--- src/rtl/encrypt_sequencer_if.sv ---
// ---------------------------------------------------------------------------
// encrypt_sequencer_if
//   Groups the host control handshake and the datapath-facing outputs of
//   encrypt_sequencer into one bundle.
//
//   Optional feature macro: ENC_SEQ_DECRYPT_EN (adds the dec signal).
//
//   Signals
//     start  host -> seq   begin one block; only looked at while idle
//     stall  host -> seq   freeze sequencing for this cycle
//     dec    host -> seq   (ENC_SEQ_DECRYPT_EN only) sampled with start
//     s      seq  -> dp    5-bit micro-step code for encrypt_logic
//     we     seq  -> dp    regfile write enable for the step on s
//     sum    seq  -> dp    current TEA round sum
//     round  seq  -> dp    current round index
//     busy   seq  -> host  high while a block is in progress (RUN and FIN)
//     done   seq  -> host  one-cycle completion pulse
//
//   Modports
//     master : host/datapath side (drives start/stall[/dec])
//     slave  : the sequencer itself
// ---------------------------------------------------------------------------
interface encrypt_sequencer_if #(
    parameter int ROUND_W = 6
);
    logic               start;
    logic               stall;
`ifdef ENC_SEQ_DECRYPT_EN
    logic               dec;
`endif
    logic [4:0]         s;
    logic               we;
    logic [31:0]        sum;
    logic [ROUND_W-1:0] round;
    logic               busy;
    logic               done;

`ifdef ENC_SEQ_DECRYPT_EN
    modport master (
        output start, stall, dec,
        input  s, we, sum, round, busy, done
    );
    modport slave (
        input  start, stall, dec,
        output s, we, sum, round, busy, done
    );
`else
    modport master (
        output start, stall,
        input  s, we, sum, round, busy, done
    );
    modport slave (
        input  start, stall,
        output s, we, sum, round, busy, done
    );
`endif
endinterface

--- src/rtl/encrypt_sequencer.sv ---
// ---------------------------------------------------------------------------
// encrypt_sequencer
//   Steps the encrypt_logic decoder through LAST_STEP+1 micro-steps per round
//   for ROUNDS rounds, owns the TEA round-sum register, generates the
//   regfile write strobe and the start/busy/done handshake.
//
//   Optional feature macro: ENC_SEQ_DECRYPT_EN
//     When defined, bus.dec is sampled with start. dec=1 runs the steps
//     LAST_STEP down to 0, starts the sum at DELTA*ROUNDS and subtracts DELTA
//     at each round boundary. dec=0 behaves like the encrypt-only build.
//
//   Ports
//     clk_i        clock, rising edge
//     rst_n_i      asynchronous active-low reset
//     bus          encrypt_sequencer_if.slave (start/stall[/dec] in,
//                  s/we/sum/round/busy/done out)
//     dbg_state_o  current FSM state (IDLE=0, RUN=1, FIN=2)
//
//   Handshake: start is a level sampled only in IDLE; a block is accepted on
//   the edge where start=1 in IDLE and busy rises the next cycle. start seen
//   in RUN or FIN is dropped, never queued. done pulses for exactly one cycle
//   (the FIN cycle); the first IDLE cycle after FIN may accept the next start.
//   stall=1 in RUN suppresses we and freezes s/step/round/sum for that cycle.
// ---------------------------------------------------------------------------
module encrypt_sequencer #(
    parameter int          ROUNDS    = 32,
    parameter int          LAST_STEP = 23,
    parameter logic [31:0] DELTA     = 32'h9E3779B9,
    parameter int          ROUND_W   = 6
) (
    input  logic                 clk_i,
    input  logic                 rst_n_i,
    encrypt_sequencer_if.slave   bus,
    output logic [1:0]           dbg_state_o
);

    typedef enum logic [1:0] {
        ST_IDLE = 2'd0,
        ST_RUN  = 2'd1,
        ST_FIN  = 2'd2
    } state_e;

    localparam logic [4:0]         LAST_S       = 5'(LAST_STEP);
    localparam logic [ROUND_W-1:0] LAST_ROUND   = ROUND_W'(ROUNDS - 1);
    localparam logic [63:0]        SUM_PROD     = 64'(DELTA) * 64'(ROUNDS);
    localparam logic [31:0]        DEC_SUM_INIT = SUM_PROD[31:0];

    state_e             state_q, state_d;
    logic [4:0]         step_q, step_d;
    logic [ROUND_W-1:0] round_q, round_d;
    logic [31:0]        sum_q, sum_d;

    logic start_dec;   // direction requested with start
    logic run_dec;     // direction of the block in progress
    logic step_end;    // current step is the final step of the round
    logic last_round;
    logic advance;     // RUN cycle that issues a step

`ifdef ENC_SEQ_DECRYPT_EN
    logic dec_q, dec_d;

    assign start_dec = bus.dec;
    assign run_dec   = dec_q;
`else
    assign start_dec = 1'b0;
    assign run_dec   = 1'b0;
`endif

    // Decrypt walks the steps downwards, so its round ends at step 0.
    assign step_end   = run_dec ? (step_q == 5'd0) : (step_q == LAST_S);
    assign last_round = (round_q == LAST_ROUND);
    assign advance    = (state_q == ST_RUN) && !bus.stall;

    // -----------------------------------------------------------------------
    // State register
    // -----------------------------------------------------------------------
    always_ff @(posedge clk_i or negedge rst_n_i) begin
        if (!rst_n_i) begin
            state_q <= ST_IDLE;
        end else begin
            state_q <= state_d;
        end
    end

    // -----------------------------------------------------------------------
    // Next-state logic
    // -----------------------------------------------------------------------
    always_comb begin
        state_d = state_q;
        unique case (state_q)
            ST_IDLE: if (bus.start) state_d = ST_RUN;
            ST_RUN:  if (advance && step_end && last_round) state_d = ST_FIN;
            ST_FIN:  state_d = ST_IDLE;
            default: state_d = ST_IDLE;
        endcase
    end

    // -----------------------------------------------------------------------
    // Step / round / sum counters
    // -----------------------------------------------------------------------
    always_comb begin
        step_d  = step_q;
        round_d = round_q;
        sum_d   = sum_q;
`ifdef ENC_SEQ_DECRYPT_EN
        dec_d   = dec_q;
`endif
        if ((state_q == ST_IDLE) && bus.start) begin
            step_d  = start_dec ? LAST_S : 5'd0;
            round_d = '0;
            sum_d   = start_dec ? DEC_SUM_INIT : DELTA;
`ifdef ENC_SEQ_DECRYPT_EN
            dec_d   = start_dec;
`endif
        end else if (advance) begin
            if (step_end) begin
                // The final step of the last round leaves the counters
                // untouched so round/sum keep their last value through FIN
                // and IDLE.
                if (!last_round) begin
                    step_d  = run_dec ? LAST_S : 5'd0;
                    round_d = round_q + ROUND_W'(1);
                    sum_d   = run_dec ? (sum_q - DELTA) : (sum_q + DELTA);
                end
            end else begin
                step_d = run_dec ? (step_q - 5'd1) : (step_q + 5'd1);
            end
        end
    end

    always_ff @(posedge clk_i or negedge rst_n_i) begin
        if (!rst_n_i) begin
            step_q  <= '0;
            round_q <= '0;
            sum_q   <= '0;
`ifdef ENC_SEQ_DECRYPT_EN
            dec_q   <= 1'b0;
`endif
        end else begin
            step_q  <= step_d;
            round_q <= round_d;
            sum_q   <= sum_d;
`ifdef ENC_SEQ_DECRYPT_EN
            dec_q   <= dec_d;
`endif
        end
    end

    // -----------------------------------------------------------------------
    // Outputs
    // -----------------------------------------------------------------------
    always_comb begin
        bus.s       = 5'd0;
        bus.we      = 1'b0;
        bus.busy    = 1'b0;
        bus.done    = 1'b0;
        bus.sum     = sum_q;
        bus.round   = round_q;
        dbg_state_o = state_q;
        unique case (state_q)
            ST_RUN: begin
                bus.s    = step_q;
                bus.we   = !bus.stall;
                bus.busy = 1'b1;
            end
            ST_FIN: begin
                bus.busy = 1'b1;
                bus.done = 1'b1;
            end
            default: begin
            end
        endcase
    end

endmodule

--- src/flat_wrapper.sv ---
// flat-port wrapper written by rule: the top's interface ports become plain ports
module encrypt_sequencer_flat 
#(
    parameter int          ROUNDS    = 32,
    parameter int          LAST_STEP = 23,
    parameter logic [31:0] DELTA     = 32'h9E3779B9,
    parameter int          ROUND_W   = 6
)
  (clk_i, rst_n_i, dbg_state_o, bus_start, bus_stall, bus_s, bus_we, bus_sum, bus_round, bus_busy, bus_done);
  encrypt_sequencer_if #(.ROUND_W(ROUND_W)) bus_i ();
  input  logic clk_i;
  input  logic rst_n_i;
  output logic [1:0] dbg_state_o;
  input wire logic [$bits(bus_i.start)-1:0] bus_start;
  input wire logic [$bits(bus_i.stall)-1:0] bus_stall;
  output wire logic [$bits(bus_i.s)-1:0] bus_s;
  output wire logic [$bits(bus_i.we)-1:0] bus_we;
  output wire logic [$bits(bus_i.sum)-1:0] bus_sum;
  output wire logic [$bits(bus_i.round)-1:0] bus_round;
  output wire logic [$bits(bus_i.busy)-1:0] bus_busy;
  output wire logic [$bits(bus_i.done)-1:0] bus_done;
  assign bus_i.start = bus_start;
  assign bus_i.stall = bus_stall;
  assign bus_s = bus_i.s;
  assign bus_we = bus_i.we;
  assign bus_sum = bus_i.sum;
  assign bus_round = bus_i.round;
  assign bus_busy = bus_i.busy;
  assign bus_done = bus_i.done;
  encrypt_sequencer #(.ROUNDS(ROUNDS), .LAST_STEP(LAST_STEP), .DELTA(DELTA), .ROUND_W(ROUND_W)) u_core (.clk_i(clk_i), .rst_n_i(rst_n_i), .bus(bus_i), .dbg_state_o(dbg_state_o));
endmodule
--- config.mk ---
export PLATFORM = sky130hd
export DESIGN_NAME = encrypt_sequencer_flat
export DESIGN_NICKNAME = d
export VERILOG_FILES = /design/src/rtl/encrypt_sequencer_if.sv /design/src/rtl/encrypt_sequencer.sv /design/src/flat_wrapper.sv
export SDC_FILE = /design/constraint.sdc
export NUM_CORES = 1
export LEC_CHECK = 0
export ABC_AREA = 1
export BUFFER_PORTS_ARGS = -buffer_cell sky130_fd_sc_hd__buf_4
export CORE_MARGIN = 3
export CORE_UTILIZATION = 57
export DETAILED_ROUTE_END_ITERATION = 10
export PLACE_DENSITY_LB_ADDON = 0.3
export SLEW_MARGIN = 10
export SYNTH_ARGS = -nofsm -noshare
export SYNTH_HDL_FRONTEND = slang
export SYNTH_SLANG_ARGS = --single-unit
--- constraint.sdc ---
create_clock -name clk_i -period 2.6 [get_ports clk_i]
set_clock_uncertainty 0.2 [all_clocks]
set_input_delay 0 -clock clk_i [delete_from_list [all_inputs] [get_ports clk_i]]
set_output_delay 0 -clock clk_i [all_outputs]
set_load 0.05 [all_outputs]
==> results of run 1 <==
## per-stage QoR
step / area (sq um) / worst slack (ps) / hold slack [ps] / utilization [%]
2_1_floorplan: 3139 / 163.9 / -495.6 / -
3_3_place_gp: 3540 / 463.9 / -165.7 / 68.00
3_5_place_dp: 3540 / 336.0 / -160.7 / 68.00
4_1_cts: 3646 / 314.1 / 4.129 / 70.05
5_1_grt: 3646 / 73.72 / 17.92 / 70.05
6_report: 3646 / 293.2 / 4.829 / 70.05
## logic make-up (layout without fill, tap and decap cells)
family	count (synthesis)	count (layout)	synth area share, %
compound gates	66	66	11.04
fa+ha+maj	8	8	3.189
buf+inv	73	125	10.12
simple gates	266	266	39.50
flops	45	45	35.87
xor+xnor	1	1	0.2790
## cells in the final DEF, fill, tap and decap left out, types with 7 or more instances in the layout
cell	synthesis	routed
a21oi_1	30	30
buf_4	2	53
dfrtp_1	45	45
ha_1	8	8
inv_1	58	58
nand2_1	117	117
nand3_1	62	62
nand4_1	14	14
nor2_1	44	44
nor3_1	7	7
o21ai_0	27	27
## per-layer routing
metal  wire, microns  part of all wire, %  track usage [%]  vias up
li1                -                    -                -     1602
met1            3618                   43            37.98     1500
met2            3958                   47            45.28      159
met3             764                  9.1            4.596        9
met4              85                  1.0            6.588        0
met5               0                    0                0        -
## final timing paths
path	startpoint	end	slack, ps	cells after the start
min	bus_stall	u_core.bus.sum[0]$_DFFE_PN0P_	5	6
min in group asynchronous	rst_n_i	u_core.bus.sum[11]$_DFFE_PN0P_	30	2
min reg2reg	u_core.bus.sum[28]$_DFFE_PN0P_	u_core.bus.sum[28]$_DFFE_PN0P_	320	2
max	u_core.dbg_state_o[1]$_DFFE_PN0P_	u_core.bus.round[5]$_DFFE_PN0P_	290	11
max in group asynchronous	rst_n_i	u_core.bus.sum[31]$_DFFE_PN0P_	1760	2
max reg2reg	u_core.dbg_state_o[1]$_DFFE_PN0P_	u_core.bus.round[5]$_DFFE_PN0P_	290	11
## worst min-delay path, delay by kind of cell
kind	cells	cell delay (ps)
AOI/OAI and AO/OA	1	90
and+or+nand+nor	3	220
buffers and inverters	2	170
## state kept, by name (all words and copies together), names as in the netlist
name,cells
u_core.bus.round,6
u_core.bus.sum,32
u_core.dbg_state_o,2
u_core.step_q,5
## layout make-up
| type | instances | area share, % |
|---|---|---|
| Multi-Input combinational cell | 341 | 46.50 |
| Sequential cell | 45 | 30.89 |
| Timing Repair Buffer | 55 | 11.46 |
| Inverter | 62 | 6.383 |
| Tap cell | 70 | 2.402 |
| Clock buffer | 5 | 1.887 |
| Clock inverter | 3 | 0.4804 |
## report_power, final
part / switching, mW / internal, mW / leakage (nW)
Clock: 0.266 / 0.186 / 0.0439
Sequential: 0.253 / 0.873 / 0.521
Combinational: 1.40 / 0.548 / 1.22
Total: 1.92 / 1.61 / 1.79
## what timing repair did
item | 4_1_cts | 5_1_grt
hold buffers | 2 | 0
endpoints found under the hold margin | 50 | 0
endpoints found under the setup margin | 0 | 0
==> impl_metrics.toml, run 1 <==
[run_status]
outcome = "finished, final reports clean"

[timing]
setup_viol = 0
timing.fmax_mhz = 433.5
rsz0062_at_grt = "no"
period_needed_ps = 2307
slew_violations = 0
fin_setup_tns_ps = 0
period_share_pct = 88.72
worstMarginPinSlew_ps = 587.9
hold_violations = 0
relSlewSlack_pct = 60.81

[die]
fp.coreArea_sq_um = 5205
ios = 52
fp-row-count = 26
start_util_pct = 60.31
die_x_microns = 80.21
dieArea_sq_um = 6434
die_y_microns = 80.21

[detailed_routing]
wl_per_cell_microns = 14.50
num_vias = 3270
route.detailed.drc = 0
via_per_inst = 5.628
ant_nets = 0
drt-initial-drc-count = 315
firstDrtPassIters = 5
routed_wl_mm = 8.426

[placed_design]
dp_cells = 571
gp_congestion = 0.9886
portBuffers = 51
dp_hpwl_mm = 6.408

[cts]
h-tree-depth = 2
clockRootBuffer = "clkbuf_8"
clock_path_buffers = 2
cts_tree = "done"
cts_buffers = 5
cts_sinks = 45
ctsResizeCount = 0
post-cts-setup-buffers = 0
clkLatencyLatePin_ps = 310
clk_pin_slew_worst_paths_ps = 90

[synthesis]
seq_area_frac_synth_pct = 35.87
yosys_warnings = 0
ys_ff_latch = 45
netlist-cell-type-count = 35
synth_area_per_cell_sq_um = 6.839
synth_edf_count = 0
yosysTopAreaCell = "dfrtp_1"
syn_inst = 459
async_reset_ff_share_pct = 100.0
ys_top_cells_by_area = "dfrtp_1, nand2_1, nand3_1"
synth.cell_area_sq_um = 3139
yosys-top-cells-count = "nand2_1, nand3_1, inv_1"
ys.flop_type = "dfrtp_1"
synthMostInstantiatedCell = "nand2_1"
synth_top_area_share_pct = 35.87
syn-num-nets = 471

[critical_path]
crit_type = "reg -> reg"
slowest_stage = "dfrtp_1"
start_kind = "register"
cp_top_family = "simple AND/OR/NAND/NOR gates"
crit_required_ps = 2590
crit_path_cell_trace = "inv_1 -> ha_1 -> inv_2 -> nor2_4 -> inv_2 -> nand2_1 -> nand3_2 -> nor2_1 -> nand3_1 -> nand2_1 -> a21oi_1"
critPathMaxStageDelay_ps = 410
end_kind = "register"
crit_buf_inv = 3
path_max_fanout = 11
worst_ep_arrival_time_ps = 2300

[global_route]
grt_overflow_total = 0
grt_pass1_vias = 3009
track_usage_pct = 27.59
grt_pass1_wl_mm = 14.08
antenna_found_initial = 0
grt_max_degree = 46

[cells_and_area]
fill_cells = 483
register_area_sq_um = 1126
drive_gt1_share_pct = 16.24
area_growth_pct = 16.14
stdcell_count = 581
antenna_cells = 0
nets = 522
multi_input_area_sq_um = 1695

[power_and_ir_drop]
ir_worst_vdd_mv = 0.8762
total_power_mw = 3.524
p_leak_nw = 1.790
p_per_area_nw_per_um2 = 966.5

[min_path]
hp-class = "in -> reg"

[flow_run]
drv_cap = 0
Note: power is estimated with default switching activity, not from simulation.
==> inputs of run 2 (changes only) <==
Settings changed: SLEW_MARGIN 10 to 20.
Clock period 2.6 ns to 2.5 ns, I/O delays scaled along.
==> run 2 against run 1 <==
Compared with the run above:
- total power increased by 4.6%
- highest routed layer unchanged
- count of clock-buffer cells in the layout unchanged
- largest power group unchanged
- critical path depth unchanged
- largest cell class unchanged
- register-to-register slack got worse by 50 ps
- hold slack improved by 5.7 ps
- wire length increased by 0.81%
- design area increased by 0.17%
- sequential power increased by 4%
- fmax increased by 2.0%
==> impl_metrics.toml, run 2 (same netlist as run 1, synthesis figures left out) <==
[cts]
cts_sinks = 45
h-tree-depth = 2
post-cts-setup-buffers = 0
cts_tree = "done"
clkLatencyLatePin_ps = 320
clock_path_buffers = 2
cts_buffers = 5
clk_pin_slew_worst_paths_ps = 100
clockRootBuffer = "clkbuf_8"

[critical_path]
path_max_fanout = 11
crit_type = "reg -> reg"
reg2regPathDepth = 11
crit_required_ps = 2500
end_kind = "register"
worst_ep_arrival_time_ps = 2260
start_kind = "register"
worstReg2RegEnd = "u_core.bus.sum[27]$_DFFE_PN0P_"
reg2reg_from = "u_core.dbg_state_o[1]$_DFFE_PN0P_"
r2r_slack_ps = 240

[timing]
relSlewSlack_pct = 62.01
hold_violations = 0
slew_violations = 0
fin_setup_tns_ps = 0
worstMarginPinSlew_ps = 569.9
period_needed_ps = 2262
period_share_pct = 90.47
rsz0062_at_grt = "no"
setup_viol = 0
timing.fmax_mhz = 442.1

[global_route]
antenna_found_initial = 0
track_usage_pct = 28.90
grt_overflow_total = 0
grt_max_degree = 46
grt_pass1_vias = 3194
grt_pass1_wl_mm = 14.77

[detailed_routing]
route.detailed.drc = 0
via_per_inst = 5.668
firstDrtPassIters = 5
routed_wl_mm = 8.494
drt-initial-drc-count = 318
ant_nets = 0
wl_per_cell_microns = 14.62
num_vias = 3293

[power_and_ir_drop]
p_leak_nw = 1.790
p_per_area_nw_per_um2 = 1009
ir_worst_vdd_mv = 0.9567

[min_path]
hp-class = "in -> async"

[die]
fp.coreArea_sq_um = 5205
die_x_microns = 80.21
fp-row-count = 26
dieArea_sq_um = 6434
die_y_microns = 80.21
start_util_pct = 60.31
ios = 52

[placed_design]
gp_congestion = 0.9439
dp_hpwl_mm = 6.445
portBuffers = 51
dp_cells = 571

[cells_and_area]
area_growth_pct = 16.34
nets = 522
antenna_cells = 0
final_cell_mix = "nand2_1, nand3_1, inv_1"
layout_commonest_cell = "nand2_1"
largest_reg_flops = 32
stdcell_count = 581
drive_gt1_share_pct = 16.44

[run_status]
outcome = "finished, final reports clean"

[flow_run]
drv_cap = 0
## run 2: cell types whose count changed in the layout (fill, tap and decap cells not counted)
cell	delta
nor2_2	+1
inv_6	+1
nor2_1	-1
clkinv_2	-1
## run 2: final cells by class
class,count,area [sq um]
Fill cell,468,1553
Multi-Input combinational cell,341,1698
Clock inverter,3,21.27
Inverter,62,232.7
Timing Repair Buffer,55,417.9
Clock buffer,5,68.82
Sequential cell,45,1126
Tap cell,70,87.58
## run 2: timing repair
action	4_1_cts	5_1_grt
hold endpoints to repair	48	0
hold buffers	2	0
endpoints found under the setup margin	0	2
gates resized for setup	0	1
## run 2: power by group
group	total [mW]	switching, mW	internal [mW]
clock	0.490	0.291	0.199
combinational	2.02	1.45	0.570
sequential	1.17	0.266	0.908
total	3.69	2.01	1.68
## run 2: worst max path at each step
stage / startpoint / endpoint / slack (ps) / cells after the start
after floorplan: u_core.dbg_state_o[1]$_DFFE_PN0P_ / u_core.bus.sum[26]$_DFFE_PN0P_ / 60 / 12
after global routing: u_core.dbg_state_o[1]$_DFFE_PN0P_ / u_core.bus.sum[27]$_DFFE_PN0P_ / 40 / 11
after CTS: u_core.dbg_state_o[1]$_DFFE_PN0P_ / u_core.bus.round[3]$_DFFE_PN0P_ / 190 / 10
final: u_core.dbg_state_o[1]$_DFFE_PN0P_ / u_core.bus.sum[27]$_DFFE_PN0P_ / 240 / 11
after detailed placement: u_core.dbg_state_o[1]$_DFFE_PN0P_ / u_core.bus.round[5]$_DFFE_PN0P_ / 200 / 11
after global placement: u_core.dbg_state_o[1]$_DFFE_PN0P_ / u_core.bus.round[5]$_DFFE_PN0P_ / 390 / 11
## run 2: per-layer routing
layer / share of wire [%] / vias up / track usage (%)
li1: - / 1599 / -
met1: 45 / 1548 / 40.82
met2: 45 / 138 / 45.94
met3: 8.3 / 8 / 4.821
met4: 0.81 / 0 / 7.264
met5: 0 / - / 0
## run 2: per-stage QoR
step	utilization [%]	instance area, sq um	total power [mW]	setup WS, ps	hold slack (ps)
after floorplan	-	3139	2.660	63.94	-495.6
after global placement	68.00	3540	3.136	393.3	-168.1
after detailed placement	68.00	3540	3.190	199.2	-160.7
after CTS	70.12	3650	3.673	187.1	17.85
after global routing	70.17	3652	3.933	44.31	35.49
final	70.17	3652	3.686	238.2	10.54
## run 2: worst max-delay path: stages (launching register included)
cell and delay [ps]:
dfrtp_1 410, inv_1 140, ha_1 300, inv_2 80, nor2_4 100, inv_2 60
nand2_1 110, nand3_2 280, nor2_1 270, nand2_1 80, nand2_1 60, nand3_1 60
==> inputs of run 3 (changes only) <==
Settings changed: CORE_ASPECT_RATIO from default to 1.2.
==> run 3 against run 2 <==
Compared with the run above:
- clock power increased by 18%
- die area is essentially flat
- combinational power is essentially flat
- via count down 1.3%
- global-route usage is 1.1 points lower
- wire length fell by 1.3%
- largest cell class unchanged
- highest routed layer unchanged
==> impl_metrics.toml, run 3 (same netlist as run 1, synthesis figures left out) <==
[critical_path]
crit_path_cell_trace = "inv_1 -> ha_1 -> inv_2 -> nor2_4 -> inv_2 -> nand2_1 -> nand3_2 -> buf_4 -> nor2_2 -> nand3_1 -> nand2_1 -> nand3_1"
path_max_fanout = 8
crit_type = "reg -> reg"
worst_ep_arrival_time_ps = 2190
end_kind = "register"
critPathMaxStageDelay_ps = 410
start_kind = "register"
slowest_stage = "dfrtp_1"
crit_buf_inv = 4
crit_required_ps = 2470
cp_top_family = "simple AND/OR/NAND/NOR gates"

[placed_design]
dp_hpwl_mm = 6.293
gp_congestion = 0.9821
portBuffers = 51
dp_slack_ps = 307.4

[global_route]
grt_overflow_total = 0
grt_max_degree = 46
grt_pass1_vias = 3079
track_usage_pct = 27.76
grt_pass1_wl_mm = 13.96
antenna_found_initial = 0

[power_and_ir_drop]
switching_share_pct = 51.95
ir_worst_vdd_mv = 0.9211
p_sw_mw = 1.957
power_frac_seq_pct = 30.7
p_per_area_nw_per_um2 = 1026
p_int_mw = 1.810
total_power_mw = 3.766
clock_power_share_pct = 15.4
p_leak_nw = 1.809
p_comb_share_pct = 53.9

[die]
die_y_microns = 87.30
start_util_pct = 61.37
fp.coreArea_sq_um = 5115
fp-row-count = 28
dieArea_sq_um = 6438
ios = 52
die_x_microns = 73.75

[cts]
cts_sinks = 45
ctsResizeCount = 0
h-tree-depth = 2
clock_path_buffers = 2
cts_tree = "done"
cts_buffers = 5
clkLatencyLatePin_ps = 300
clockRootBuffer = "clkbuf_8"
clk_pin_slew_worst_paths_ps = 90

[min_path]
hp-class = "in -> reg"

[timing]
slew_violations = 0
fin_setup_tns_ps = 0
setup_viol = 0
timing.fmax_mhz = 450.3
relSlewSlack_pct = 60.57
worstMarginPinSlew_ps = 591.4
period_needed_ps = 2221
worst_slack_ps = 279.0
hold_violations = 0
period_share_pct = 88.84
rsz0062_at_grt = "no"

[detailed_routing]
ant_nets = 0
wl_per_cell_microns = 14.66
drt-initial-drc-count = 144
via_per_inst = 5.680
routed_wl_mm = 8.383
firstDrtPassIters = 5
route.detailed.drc = 0
num_vias = 3249

[cells_and_area]
largest_reg_flops = 32
layout_commonest_cell = "nand2_1"
nets = 523
drive_gt1_share_pct = 16.21
antenna_cells = 0
area_growth_pct = 16.94
final_cell_mix = "nand2_1, nand3_1, inv_1"

[run_status]
outcome = "finished, final reports clean"

[flow_run]
drv_cap = 0
## run 3: final timing paths
path,end,startpoint,slack (ps),depth (start not counted)
hold reg to reg,u_core.bus.sum[28]$_DFFE_PN0P_,u_core.bus.sum[28]$_DFFE_PN0P_,320,2
hold / removal,u_core.bus.sum[0]$_DFFE_PN0P_,bus_stall,30,6
setup / recovery,u_core.bus.sum[31]$_DFFE_PN0P_,u_core.dbg_state_o[1]$_DFFE_PN0P_,280,12
min in group asynchronous,u_core.bus.sum[25]$_DFFE_PN0P_,rst_n_i,60,2
setup reg to reg,u_core.bus.sum[31]$_DFFE_PN0P_,u_core.dbg_state_o[1]$_DFFE_PN0P_,280,12
max in group asynchronous,u_core.bus.sum[23]$_DFFE_PN0P_,rst_n_i,1630,2
## run 3: layer usage
metal | vias up | track usage [%] | part of all wire, %
met5 | - | 0 | 0
met4 | 0 | 14.33 | 3.9
met3 | 35 | 4.388 | 7.0
met2 | 132 | 47.10 | 50
met1 | 1478 | 33.31 | 39
li1 | 1604 | - | -
## run 3: final cells by class
cell class              count  area [sq um]
inverters                  62         232.7
well taps                  60         75.07
fillers                   450          1444
flip-flops and latches     45          1126
repair buffers             56         425.4
clock buffers               7         86.33
multi-input cells         341          1695
clock inverters             1         30.03
## run 3: power by group through the flow
stage	sequential (mW)	combinational (mW)	clock, mW
after floorplan	1.59	1.07	0
after global placement	1.16	1.99	0
after detailed placement	1.16	2.03	0
after CTS	1.15	2.04	0.587
after global routing	1.19	2.21	0.614
final	1.16	2.03	0.579
## run 3: timing repair
action	CTS	global route
setup endpoints to repair	0	0
hold buffers	2	0
setup buffers	0	0
endpoints found under the hold margin	47	0
## run 3: tightest hold or removal path, stage by stage
cell and delay [ps]:
buf_4 90, nor2_4 40, inv_2 80, nor2_4 50
nand2_4 140, o21ai_0 100
## run 3: per-stage QoR
stage | hold WS, ps | cells | area [sq um] | utilization (%)
final | 32.39 | 572 | 3671 | 71.77
after global routing | 50.79 | 572 | 3671 | 71.77
after CTS | 16.42 | 572 | 3671 | 71.77
after detailed placement | -158.7 | 562 | 3535 | 69.10
after global placement | -164.7 | 562 | 3535 | 69.10
after floorplan | -495.6 | 459 | 3139 | -
